===== src/rtl/msk_rnd_pkg.sv =====
// rtl/msk_rnd_pkg.sv - shared constants, state encoding and LFSR step for the randomness feeder
package msk_rnd_pkg;

    localparam int                LFSR_W    = 32;
    // x^32 + x^22 + x^2 + x + 1 in right-shift Galois form
    localparam logic [LFSR_W-1:0] LFSR_TAPS = 32'h8020_0003;
    // An all-zero lane would lock up, so a zero seed word is replaced by this value
    localparam logic [LFSR_W-1:0] ZERO_SEED = 32'h0000_0001;

    typedef enum logic [1:0] {
        SEED   = 2'd0,
        WARMUP = 2'd1,
        RUN    = 2'd2
    } rnd_state_e;

    // One Galois step: shift right, fold the taps back in when a one falls out
    function automatic logic [LFSR_W-1:0] lfsr_step(input logic [LFSR_W-1:0] s);
        logic [LFSR_W-1:0] n;
        n = s >> 1;
        if (s[0]) begin
            n = n ^ LFSR_TAPS;
        end
        return n;
    endfunction

endpackage


===== src/rtl/msk_lfsr32_lane.sv =====
// rtl/msk_lfsr32_lane.sv - one seeded 32-bit Galois LFSR lane with load/step/hold
module msk_lfsr32_lane
    import msk_rnd_pkg::*;
(
    input  logic              clk,
    input  logic              rst,
    input  logic              i_load,
    input  logic [LFSR_W-1:0] i_load_data,
    input  logic              i_step,
    output logic              o_bit0,
    output logic              o_next_bit0
);

    logic [LFSR_W-1:0] r_state;
    logic [LFSR_W-1:0] w_next;

    assign w_next      = lfsr_step(r_state);
    assign o_bit0      = r_state[0];
    // Lets the top register the post-step bit on the same edge the lane steps
    assign o_next_bit0 = w_next[0];

    // Lane state: load wins over step, otherwise hold
    always_ff @(posedge clk or posedge rst) begin
        if (rst) begin
            r_state <= '0;
        end else if (i_load) begin
            r_state <= i_load_data;
        end else if (i_step) begin
            r_state <= w_next;
        end
    end

endmodule


===== src/rtl/msk_rnd_feeder.sv =====
// rtl/msk_rnd_feeder.sv - seeded LFSR bank feeding gadget rnd; MSK_RND_HEALTH_EN adds a stuck-output check
module msk_rnd_feeder
    import msk_rnd_pkg::*;
#(
    parameter  int d         = 2,
    parameter  int WARM      = 64,
    parameter  int STUCK_LIM = 16,
    localparam int W         = d * (d - 1)
) (
    input  logic              clk,
    input  logic              rst,
    input  logic [LFSR_W-1:0] seed_data,
    input  logic              seed_valid,
    output logic              seed_ready,
    input  logic              reseed,
    input  logic              rnd_en,
    output logic [W-1:0]      rnd,
    output logic              rnd_valid,
    output logic              health_err
);

    localparam int              LCW       = (W > 1) ? $clog2(W) : 1;
    localparam int              WCW       = (WARM > 0) ? $clog2(WARM + 1) : 1;
    localparam logic [LCW-1:0]  LANE_LAST = LCW'(W - 1);
    localparam logic [WCW-1:0]  WARM_LAST = WCW'(WARM);

    if (STUCK_LIM < 1) begin : g_bad_lim
        $error("STUCK_LIM must be at least 1");
    end

    rnd_state_e        r_state;
    logic [LCW-1:0]    r_lane_cnt;
    logic [WCW-1:0]    r_warm_cnt;
    logic [W-1:0]      r_rnd;
    logic              r_rnd_valid;
    logic              w_accept;
    logic              w_step;
    logic [LFSR_W-1:0] w_seed_word;
    logic [W-1:0]      w_load;
    logic [W-1:0]      w_lane_bits;
    logic [W-1:0]      w_step_bits;

    assign seed_ready  = (r_state == SEED) && !reseed;
    assign w_accept    = seed_valid && seed_ready;
    assign w_seed_word = (seed_data == '0) ? ZERO_SEED : seed_data;
    // Warm-up steps freely until the count is reached; RUN steps only for the consumer
    assign w_step      = !reseed &&
                         (((r_state == WARMUP) && (r_warm_cnt != WARM_LAST)) ||
                          ((r_state == RUN) && rnd_en));

    for (genvar k = 0; k < W; k++) begin : g_lane
        assign w_load[k] = w_accept && (r_lane_cnt == LCW'(k));
        msk_lfsr32_lane u_lane (
            .clk         (clk),
            .rst         (rst),
            .i_load      (w_load[k]),
            .i_load_data (w_seed_word),
            .i_step      (w_step),
            .o_bit0      (w_lane_bits[k]),
            .o_next_bit0 (w_step_bits[k])
        );
    end

`ifdef MSK_RND_HEALTH_EN
    localparam int             SCW        = (STUCK_LIM > 1) ? $clog2(STUCK_LIM) : 1;
    localparam logic [SCW-1:0] STUCK_LAST = SCW'(STUCK_LIM - 1);
    logic [SCW-1:0] r_stuck_cnt;
    logic           r_health_err;
    assign health_err = r_health_err;
`else
    assign health_err = 1'b0;
`endif

    assign rnd       = r_rnd;
    assign rnd_valid = r_rnd_valid;

    // Sequencer: seeding, warm-up count, output register and optional stuck detector
    always_ff @(posedge clk or posedge rst) begin
        if (rst) begin
            r_state     <= SEED;
            r_lane_cnt  <= '0;
            r_warm_cnt  <= '0;
            r_rnd       <= '0;
            r_rnd_valid <= 1'b0;
`ifdef MSK_RND_HEALTH_EN
            r_stuck_cnt  <= '0;
            r_health_err <= 1'b0;
`endif
        end else if (reseed) begin
            r_state     <= SEED;
            r_lane_cnt  <= '0;
            r_warm_cnt  <= '0;
            r_rnd       <= '0;
            r_rnd_valid <= 1'b0;
`ifdef MSK_RND_HEALTH_EN
            r_stuck_cnt  <= '0;
            r_health_err <= 1'b0;
`endif
        end else begin
            case (r_state)
                SEED: begin
                    if (w_accept) begin
                        if (r_lane_cnt == LANE_LAST) begin
                            r_state    <= WARMUP;
                            r_lane_cnt <= '0;
                            r_warm_cnt <= '0;
                        end else begin
                            r_lane_cnt <= r_lane_cnt + 1'b1;
                        end
                    end
                end
                WARMUP: begin
                    // With WARM=0 this is the single edge that publishes the seeds' bit 0
                    if (r_warm_cnt == WARM_LAST) begin
                        r_state     <= RUN;
                        r_rnd       <= w_lane_bits;
                        r_rnd_valid <= 1'b1;
`ifdef MSK_RND_HEALTH_EN
                        r_stuck_cnt <= '0;
`endif
                    end else begin
                        r_warm_cnt <= r_warm_cnt + 1'b1;
                    end
                end
                RUN: begin
                    if (rnd_en) begin
`ifdef MSK_RND_HEALTH_EN
                        if (r_health_err) begin
                            r_rnd <= '0;
                        end else if (w_step_bits == r_rnd) begin
                            if (r_stuck_cnt == STUCK_LAST) begin
                                r_health_err <= 1'b1;
                                r_rnd_valid  <= 1'b0;
                                r_rnd        <= '0;
                            end else begin
                                r_stuck_cnt <= r_stuck_cnt + 1'b1;
                                r_rnd       <= w_step_bits;
                            end
                        end else begin
                            r_stuck_cnt <= '0;
                            r_rnd       <= w_step_bits;
                        end
`else
                        r_rnd <= w_step_bits;
`endif
                    end
                end
                default: begin
                    r_state <= SEED;
                end
            endcase
        end
    end

endmodule


===== config.mk =====
export PLATFORM = sky130hd
export DESIGN_NAME = msk_rnd_feeder
export DESIGN_NICKNAME = d
export VERILOG_FILES = /design/src/rtl/msk_rnd_pkg.sv /design/src/rtl/msk_lfsr32_lane.sv /design/src/rtl/msk_rnd_feeder.sv
export SDC_FILE = /design/constraint.sdc
export NUM_CORES = 1
export LEC_CHECK = 0
export ABC_AREA = 0
export ABC_CLOCK_PERIOD_IN_PS = 2800
export CORE_MARGIN = 2
export CORE_UTILIZATION = 30
export DETAILED_ROUTE_END_ITERATION = 10
export REMOVE_ABC_BUFFERS = 1
export SYNTH_ARGS = -nofsm -noshare
export SYNTH_HDL_FRONTEND = slang
export SYNTH_SLANG_ARGS = --single-unit

===== constraint.sdc =====
create_clock -name clk -period 2.8 [get_ports clk]
set_clock_uncertainty 0.05 [all_clocks]
set_input_delay 0.56 -clock clk [delete_from_list [all_inputs] [get_ports clk]]
set_output_delay 0.56 -clock clk [all_outputs]
set_load 0.01 [all_outputs]

==> out/metrics.cfg <==
[finish]
fin_util_pct = 37.7
drive_gt1_share_pct = 9.78
fillers = 1257
stdcell_count = 581
antenna-diode-count = 0
fin_nets = 443
syn_to_final_growth_pct = 23.5

[pwr]
p_total_mw = 3.83
ir_drop_mv = 0.270
p_per_area_nw_per_um2 = 811
leakage_nw = 2.11

[drt]
drc = 0
dr.pass1.iters = 4
wl_per_cell_um = 15.7
via_per_inst = 5.10
postRouteAntennaNets = 0
wl_um = 9140
drtIter0Drc = 186
via_count = 2961

[setup_path]
crit_required_ns = 2.19
worstPathMaxFanout = 9
end_kind = primary output
crit_type = primary input to primary output
ff2ff_path_depth = 8
cp.arrival_ns = 1.92
cp-start-kind = primary input
r2r-start = r_warm_cnt[0]
r2r_end = g_lane[1].u_lane.r_state[3]
rrSetupSlack_ns = 0.40

[placement]
placement.io_buffers = 40
placed_cells = 563
place_congestion = 0.770
dpl.hpwl_um = 5990

[timing]
holdWs_ns = 0.434
tightest_slew_ns = 0.896
rsz0062_at_grt = no
max_slew_margin_pct = 40.2
finalSetupViolCount = 0
final-hold-violation-count = 0
max_freq_mhz = 395
tns_ns = 0
finalMaxSlewViolations = 0
period_needed_ns = 2.53
timing.final.crit_share_pct = 90.5

[flow_run]
maxCapViolations = 0

[floorplan]
die-area_um2 = 13700
chipWidth_um = 117
start_util_pct = 30.5
die_y_um = 117
core_um2 = 12500
fp-row-count = 41
io_pins = 42

[synthesis]
synth_edf_count = 0
synth-warning-count = 0
yosysTopAreaCellShare_pct = 50.4
post_synth_instance_area_um2 = 3820
ys_seq_area_share_pct = 50.4
async_flop_share_pct = 100
yosysMostFrequentCell = dfrtp_1
synth_area_leader_cell = dfrtp_1
yosys_register_bits = 77
synthCells = 366
synth_top_flop_cell = dfrtp_1
synthTopCellsByArea = dfrtp_1 (50%), mux2i_1 (8.1%), a221o_1 (7.1%)
synthTopCellsByCount = dfrtp_1 (77), nor2_1 (40), a21oi_1 (34)
synth_cell_types = 40
syn_avg_cell_area_um2 = 10.4

[grt]
grt_use_total_pct = 14.0
grt_max_degree = 54
grt.overflow.total = 0
grt_pass1_vias = 2939
grt_first_pass_wirelength_um = 15000
antenna_found_initial = 0

[cts]
cts_root_buf = clkbuf_16
cts_tree = done
clk_pin_slew_worst_paths_ns = 0.06
cts.sinks = 77
cts.path.max_buffers = 2
cts_buffers = 9
cts-htree-levels = 3
clock_latency_ns = 0.33

[min_path]
worstHoldStart = g_lane[0].u_lane.r_state[23]
whs_endpoint = g_lane[0].u_lane.r_state[22]
holdPathStages = 2
hp-class = flop to flop

[status]
status = finished, final reports clean

-- power breakdown --
group	switching [mW]	leakage [nW]	internal, mW	total, mW
clock network	0.455	0.145	0.779	1.23
logic	0.368	1.03	0.466	0.834
registers	0.257	0.934	1.51	1.76
-- area by class of cell --
cell class              instances  area (um2)  share of cell area, %
repair buffers                 53         523                   11.1
inverters                       4        15.0                  0.318
flip-flops and latches         77        1930                   40.8
multi-input cells             259        1720                   36.5
clock buffers                  10         229                   4.85
well taps                     172         215                   4.56
clock inverters                 6        87.6                   1.86
-- worst max-delay path, stage by stage --
cell	delay, ns
clkdlybuf4s50_1	0.46
buf_4	0.20
nor3_1	0.14
clkdlybuf4s50_1	0.56
-- worst max path at each step --
stage	from	to	slack (ns)
after floorplan	seed_valid	g_lane[0].u_lane.r_state[1]	-0.23
final	reseed	seed_ready	0.27
after detailed placement	reseed	g_lane[1].u_lane.r_state[5]	-0.25
after global routing	r_warm_cnt[0]	g_lane[1].u_lane.r_state[6]	0.20
after global placement	reseed	g_lane[1].u_lane.r_state[2]	-0.19
after CTS	r_warm_cnt[0]	g_lane[1].u_lane.r_state[3]	0.004
-- cell usage in the layout (no fill, tap or decap), types with 4 or more instances in the layout --
master           instances
dfrtp_1                 77
nor2_1                  40
clkdlybuf4s50_1         40
a21oi_1                 34
mux2i_1                 31
and3_1                  27
a221o_1                 27
nand2_1                 25
buf_4                   11
xor2_1                   9
clkbuf_16                9
nand3_1                  8
nor4_1                   8
o21ai_0                  7
nor2b_1                  5
o31ai_1                  4
nor3_1                   4
-- kinds of logic after synthesis --
logic type,synth area share (%)
multiplexers,8.12
AND/OR/NAND/NOR,18.2
XOR/XNOR,2.29
buffers and inverters,5.01
adder cells (fa/ha/maj),0.655
flip-flops,50.4
other,0.0981
AO/OA/AOI/OAI,15.3
-- what timing repair did --
| action | in CTS | in global routing |
|---|---|---|
| endpoints found under the setup margin | 6 | 9 |
| setup buffers | 0 | 0 |
| gates cloned | 0 | 2 |
| gates resized for setup | 0 | 0 |
| pin swaps | 1 | 1 |
| hold buffers | 0 | 0 |
-- state kept, by name, indices dropped and copies added (netlist names) --
register	cells
r_warm_cnt	7
r_lane_cnt	1
g_lane.u_lane.r_state	64
r_state	2
rnd_valid	1
rnd	2
-- stage by stage --
stage               cell area, um2  worst slack, ns
finish                        4720            0.266
global route                  4720            0.204
CTS                           4710          0.00410
detailed placement            4390           -0.245
global placement              4390           -0.189
floorplan                     3650           -0.227
-- per-layer routing --
| metal | global-route usage (%) | up-vias | wire length [um] |
|---|---|---|---|
| met5 | 0 | - | 0 |
| met1 | 19.9 | 1471 | 4380 |
| li1 | - | 1409 | - |
| met2 | 21.5 | 72 | 4250 |
| met3 | 2.42 | 9 | 392 |
| met4 | 5.41 | 0 | 115 |
Power figures use the tool's default switching activity.
